<file path="config.mk">
export PLATFORM = sky130hd
export DESIGN_NAME = cpu_debug_unit
export DESIGN_NICKNAME = d
export VERILOG_FILES = /design/src/rtl/ddu_pkg.sv /design/src/rtl/ddu_debounce.sv /design/src/rtl/cpu_debug_unit.sv
export SDC_FILE = /design/constraint.sdc
export NUM_CORES = 1
export LEC_CHECK = 0
export CAP_MARGIN = 0
export CELL_PAD_IN_SITES_DETAIL_PLACEMENT = 0
export CELL_PAD_IN_SITES_GLOBAL_PLACEMENT = 1
export CORE_UTILIZATION = 40
export DETAILED_ROUTE_END_ITERATION = 10
export PLACE_DENSITY = 0.82
export SYNTH_ARGS = -nofsm -noshare
export SYNTH_HDL_FRONTEND = slang
export SYNTH_HIERARCHICAL = 1
export SYNTH_SLANG_ARGS = --single-unit
</file>
<file path="constraint.sdc">
create_clock -name clk -period 4.5 [get_ports clk]
set_clock_uncertainty 0.2 [all_clocks]
set_input_delay 0.675 -clock clk [delete_from_list [all_inputs] [get_ports clk]]
set_output_delay 0.675 -clock clk [all_outputs]
set_load 0.05 [all_outputs]
</file>
<file path="src/rtl/ddu_pkg.sv">
// Shared definitions for the CPU debug unit: view-select encodings, address width
// and the hex-to-seven-segment font used by the display scanner.
package ddu_pkg;

  localparam int unsigned ADDR_W = 8;

  typedef enum logic [1:0] {
    VIEW_DATA = 2'b00,
    VIEW_PC   = 2'b01,
    VIEW_IR   = 2'b10,
    VIEW_ADDR = 2'b11
  } view_e;

  // Active-high {g,f,e,d,c,b,a} patterns, entry 15 (F) first down to entry 0.
  localparam logic [15:0][6:0] SEG_FONT = {
    7'h71, 7'h79, 7'h5E, 7'h39, 7'h7C, 7'h77, 7'h6F, 7'h7F,
    7'h07, 7'h7D, 7'h6D, 7'h66, 7'h4F, 7'h5B, 7'h06, 7'h3F
  };

  // Returns the active-low {dp,g..a} drive for one hex digit.
  function automatic logic [7:0] hex_to_seg(input logic [3:0] nib, input logic dp_on);
    return {~dp_on, ~SEG_FONT[nib]};
  endfunction

endpackage

</file>
<file path="src/rtl/ddu_debounce.sv">
// Two-flop synchronizer, stability counter and rising-edge pulse for one raw
// board switch or button.
module ddu_debounce #(
  parameter int unsigned DEBOUNCE_CYCLES = 100000
) (
  input  logic clk,
  input  logic rst_n,
  input  logic raw,
  output logic level,
  output logic rise
);

  localparam int unsigned CNT_W = (DEBOUNCE_CYCLES > 1) ? $clog2(DEBOUNCE_CYCLES) : 1;
  localparam logic [CNT_W-1:0] CNT_MAX = CNT_W'(DEBOUNCE_CYCLES - 1);

  logic [1:0]       sync_q;
  logic [CNT_W-1:0] cnt;

  // NOTE: sequential state uses non-blocking assignments so every flop samples
  // pre-edge values; blocking here would let sync_q[1] see this edge's raw input.
  always_ff @(posedge clk or negedge rst_n) begin
    if (!rst_n) begin
      sync_q <= '0;
      cnt    <= '0;
      level  <= 1'b0;
      rise   <= 1'b0;
    end else begin
      sync_q <= {sync_q[0], raw};
      rise   <= 1'b0;
      // Any return to the accepted level restarts the count, so bounce is ignored.
      if (sync_q[1] == level) begin
        cnt <= '0;
      end else if (cnt == CNT_MAX) begin
        cnt   <= '0;
        level <= sync_q[1];
        rise  <= sync_q[1];
      end else begin
        cnt <= cnt + 1'b1;
      end
    end
  end

endmodule

</file>
<file path="src/rtl/cpu_debug_unit.sv">
// Board-side debug unit for the multi-cycle CPU: run/step control, inspection
// address, 8-digit display scanner. Optional breakpoint halt via DDU_BREAKPOINT_EN.
module cpu_debug_unit
  import ddu_pkg::*;
#(
  parameter int unsigned DEBOUNCE_CYCLES = 100000,
  parameter int unsigned SCAN_DIV        = 50000
) (
  input  logic        clk,
  input  logic        rst_n,
`ifdef DDU_BREAKPOINT_EN
  input  logic        bp_en,
  input  logic [31:0] bp_pc,
`endif
  input  logic        sw_run,
  input  logic        sw_mem,
  input  logic [1:0]  sw_view,
  input  logic        btn_step,
  input  logic        btn_inc,
  input  logic        btn_dec,
  input  logic [31:0] mem_data,
  input  logic [31:0] reg_data,
  input  logic [31:0] pc,
  input  logic [31:0] ir,
  output logic        run,
  output logic        cont,
  output logic [31:0] ddu_addr,
  output logic [15:0] led,
  output logic [7:0]  an,
  output logic [7:0]  seg
);

  localparam int unsigned DIV_W = (SCAN_DIV > 1) ? $clog2(SCAN_DIV) : 1;
  localparam logic [DIV_W-1:0] DIV_MAX = DIV_W'(SCAN_DIV - 1);

  logic              run_mode, run_mode_q, mem_sel;
  logic [1:0]        view;
  logic              step_rise, inc_rise, dec_rise;
  logic [3:0]        sw_rise_unused;
  logic [ADDR_W-1:0] addr;
  logic              halt;

  ddu_debounce #(.DEBOUNCE_CYCLES(DEBOUNCE_CYCLES)) u_db_run (
    .clk(clk), .rst_n(rst_n), .raw(sw_run), .level(run_mode), .rise(sw_rise_unused[0]));
  ddu_debounce #(.DEBOUNCE_CYCLES(DEBOUNCE_CYCLES)) u_db_mem (
    .clk(clk), .rst_n(rst_n), .raw(sw_mem), .level(mem_sel), .rise(sw_rise_unused[1]));
  ddu_debounce #(.DEBOUNCE_CYCLES(DEBOUNCE_CYCLES)) u_db_view0 (
    .clk(clk), .rst_n(rst_n), .raw(sw_view[0]), .level(view[0]), .rise(sw_rise_unused[2]));
  ddu_debounce #(.DEBOUNCE_CYCLES(DEBOUNCE_CYCLES)) u_db_view1 (
    .clk(clk), .rst_n(rst_n), .raw(sw_view[1]), .level(view[1]), .rise(sw_rise_unused[3]));

  logic step_level_unused, inc_level_unused, dec_level_unused;

  ddu_debounce #(.DEBOUNCE_CYCLES(DEBOUNCE_CYCLES)) u_db_step (
    .clk(clk), .rst_n(rst_n), .raw(btn_step), .level(step_level_unused), .rise(step_rise));
  ddu_debounce #(.DEBOUNCE_CYCLES(DEBOUNCE_CYCLES)) u_db_inc (
    .clk(clk), .rst_n(rst_n), .raw(btn_inc), .level(inc_level_unused), .rise(inc_rise));
  ddu_debounce #(.DEBOUNCE_CYCLES(DEBOUNCE_CYCLES)) u_db_dec (
    .clk(clk), .rst_n(rst_n), .raw(btn_dec), .level(dec_level_unused), .rise(dec_rise));

`ifdef DDU_BREAKPOINT_EN
  logic bp_match, bp_match_q;
  assign bp_match = bp_en && (pc == bp_pc);

  // Halt arms on arrival at bp_pc, so a step off the breakpoint is not re-caught
  // while the CPU is still finishing that instruction with pc unchanged.
  always_ff @(posedge clk or negedge rst_n) begin
    if (!rst_n) begin
      halt       <= 1'b0;
      bp_match_q <= 1'b0;
    end else begin
      bp_match_q <= bp_match;
      if (!run_mode)                   halt <= 1'b0;
      else if (halt && step_rise)      halt <= 1'b0;
      else if (bp_match && !bp_match_q) halt <= 1'b1;
    end
  end

  assign run = run_mode & ~halt;
`else
  assign halt = 1'b0;
  assign run  = run_mode;
`endif

  // run_mode_q masks a step edge arriving in the same clock that run mode drops.
  always_ff @(posedge clk or negedge rst_n) begin
    if (!rst_n) begin
      run_mode_q <= 1'b0;
      cont       <= 1'b0;
      addr       <= '0;
    end else begin
      run_mode_q <= run_mode;
      cont       <= step_rise && (halt || (!run_mode && !run_mode_q));
      if (inc_rise && !dec_rise)      addr <= addr + 1'b1;
      else if (dec_rise && !inc_rise) addr <= addr - 1'b1;
    end
  end

  assign ddu_addr = {{(32 - ADDR_W){1'b0}}, addr};
  assign led      = {addr[7] | halt, addr[6:0], pc[9:2]};

  logic [31:0]      disp_word;
  logic [3:0]       nibble;
  logic [2:0]       digit;
  logic [DIV_W-1:0] div;

  // NOTE: every always_comb output gets a default first, so no path leaves it
  // unassigned and no latch is inferred.
  always_comb begin
    disp_word = reg_data;
    case (view_e'(view))
      VIEW_DATA: disp_word = mem_sel ? mem_data : reg_data;
      VIEW_PC:   disp_word = pc;
      VIEW_IR:   disp_word = ir;
      VIEW_ADDR: disp_word = ddu_addr;
      default:   disp_word = reg_data;
    endcase
  end

  assign nibble = disp_word[{digit, 2'b00} +: 4];

  // an and seg are registered together so they always change on the same edge.
  always_ff @(posedge clk or negedge rst_n) begin
    if (!rst_n) begin
      div   <= '0;
      digit <= '0;
      an    <= 8'hFE;
      seg   <= 8'hFF;
    end else begin
      if (div == DIV_MAX) begin
        div   <= '0;
        digit <= digit + 1'b1;
      end else begin
        div <= div + 1'b1;
      end
      an  <= ~(8'b1 << digit);
      seg <= hex_to_seg(nibble, (digit == 3'd7) && run);
    end
  end

endmodule
</file>
==> results.cfg <==
[setup_path]
critPathMaxStageDelay_ns = 0.75
worstPathArrival_ns = 3.57
cp_num_buf_inv = 2
setup.worst_path.end_class = flip-flop
start_kind = flip-flop
path_max_fanout = 20
crit_slowest_cell = dfrtp_2
cp_common_cell = mux2_2
path_cells = buf_4 -> mux2_2 -> mux4_2 -> mux2i_1 -> o211ai_1 -> inv_1 -> ha_1 -> mux2_2 -> o21ai_1
path_delay_family = multiplexers
timing_worst_setup_path_type = flip-flop to flip-flop
required_ns = 4.66

[global_routing]
grt_start_max_net_pins = 106
grt.overflow.total = 0
grt_pass1_wl_mm = 40.85
grt_usage_pct = 19.23
grt_pass1_vias = 8015
antenna_found_initial = 0

[detailed_routing]
drtIter0Drc = 408
vias = 8190
dr.pass1.iters = 6
wl_per_cell_um = 16.52
viasPerCell = 5.203
drt-total-wl_mm = 26.01
drc = 0
antenna_left = 0

[layout]
final_cell_mix = clkdlybuf4s50_1 (177), dfrtp_1 (172), nor2_1 (153), xnor2_1 (91), nand2_1 (61)
layout-drive-gt1-share_pct = 9.282
nNetsFinal = 1392
syn2layout_area_growth_pct = 22.71
layout_commonest_cell = clkdlybuf4s50_1
nFillCells = 2365
n_antenna_cell = 0
final_cell_count_no_fill = 1574

[power_and_ir_drop]
power_leakage_uw = 0.005115
vdd_drop_max_v = 0.0001884
powerDensity_nw_per_um2 = 273.9
total_power_uw = 3576

[floorplan]
die_h_um = 165.1
start_util_pct = 40.83
die_x_um = 165.1
io_pins = 203
core_sq_um = 26060
num_rows = 59
die_area_sq_um = 27250

[sta]
worst_pin_slew_ns = 1.087
max_freq_ghz = 0.2927
slew_headroom_pct = 27.08
period_minus_slack_ns = 3.417
rsz0062_at_grt = false
report.final.setup_viol = 0
period_share_pct = 75.92
hold_viol = 0
fin_setup_tns_ns = 0
slew_viol_final = 0

[run]
maxCapViolations = 0

[placement]
port_buffers = 178
place_hpwl_mm = 19.15
place_congestion = 0.8478
placed_cells = 1542

[clocking]
ctsResizeCount = 0
cts_buffer_depth = 2
postCtsSetupRepairBufs = 0
cts_tree = yes
numCtsBuffers = 17
htree_levels = 4
path_clk_slew_ns = 0.07
clockRootBuffer = clkbuf_16
holdBufCountCts = 0
cts.sinks = 188
clk_latency_ns = 0.43

[status]
status = completed

[synthesis]
yosys_warnings = 6
syn_inst = 1065
synthesis.area_sq_um = 10640
avgSynthCellArea_sq_um = 9.990

[hold_path]
hp-class = input port to async pin
sequential cells by signal, indices dropped and copies added, names as in the netlist, 3 cells and up:
name / flops
u_db_dec/cnt: 17
u_db_step/cnt: 17
u_db_inc/cnt: 17
u_db_view1/cnt: 17
u_db_mem/cnt: 17
u_db_view0/cnt: 17
u_db_run/cnt: 17
seg: 8
addr: 8
div: 16
an: 8
digit: 3
path summary, 6_finish.rpt:
kind | end | from | depth (start not counted) | slack [ns]
worst max register to register | seg[1] | u_db_mem/level | 9 | 1.08
max in group asynchronous | u_db_view1/cnt[12] | rst_n | 2 | 3.06
worst min register to register | u_db_mem/sync_q[1] | u_db_mem/sync_q[0] | 0 | 0.15
min in group clk | u_db_mem/sync_q[1] | u_db_mem/sync_q[0] | 0 | 0.15
worst max-delay path | seg[1] | u_db_mem/level | 9 | 1.08
worst min-delay path | digit[2] | rst_n | 1 | 0.13
area by class of cell:
type / count / area (sq um) / share of cell area [%]
inverters: 45 / 168.9 / 1.294
multi-input cells: 788 / 5303 / 40.62
well taps: 335 / 419.2 / 3.211
repair buffers: 186 / 1858 / 14.23
clock buffers: 22 / 508.0 / 3.891
clock inverters: 10 / 73.82 / 0.5655
flip-flops and latches: 188 / 4725 / 36.19
report_power, final:
| part | leakage, uW | switching (uW) | internal [uW] | total [uW] |
|---|---|---|---|---|
| registers | 0.00251 | 26.2 | 1720 | 1750 |
| logic | 0.00232 | 198 | 166 | 363 |
| clock network | 0.000288 | 653 | 813 | 1470 |
through the flow:
| step | cell area [sq um] | hold slack, ns | setup WS [ns] | utilization, % |
|---|---|---|---|---|
| after floorplan | 10730 | 0.1312 | 1.676 | - |
| after global placement | 12470 | 0.1342 | 1.028 | 47.87 |
| after detailed placement | 12470 | 0.1347 | 0.9240 | 47.87 |
| after CTS | 13060 | 0.1511 | 1.089 | 50.10 |
| after global routing | 13060 | 0.1619 | 0.8528 | 50.10 |
| final | 13060 | 0.1298 | 1.083 | 50.10 |
layer usage:
layer,GRT usage [%],part of all wire (%)
met1,24.17,43
met2,32.92,49
met3,3.646,5.8
met4,6.672,2.2
met5,0,0
(Power assumes the default switching activity.)
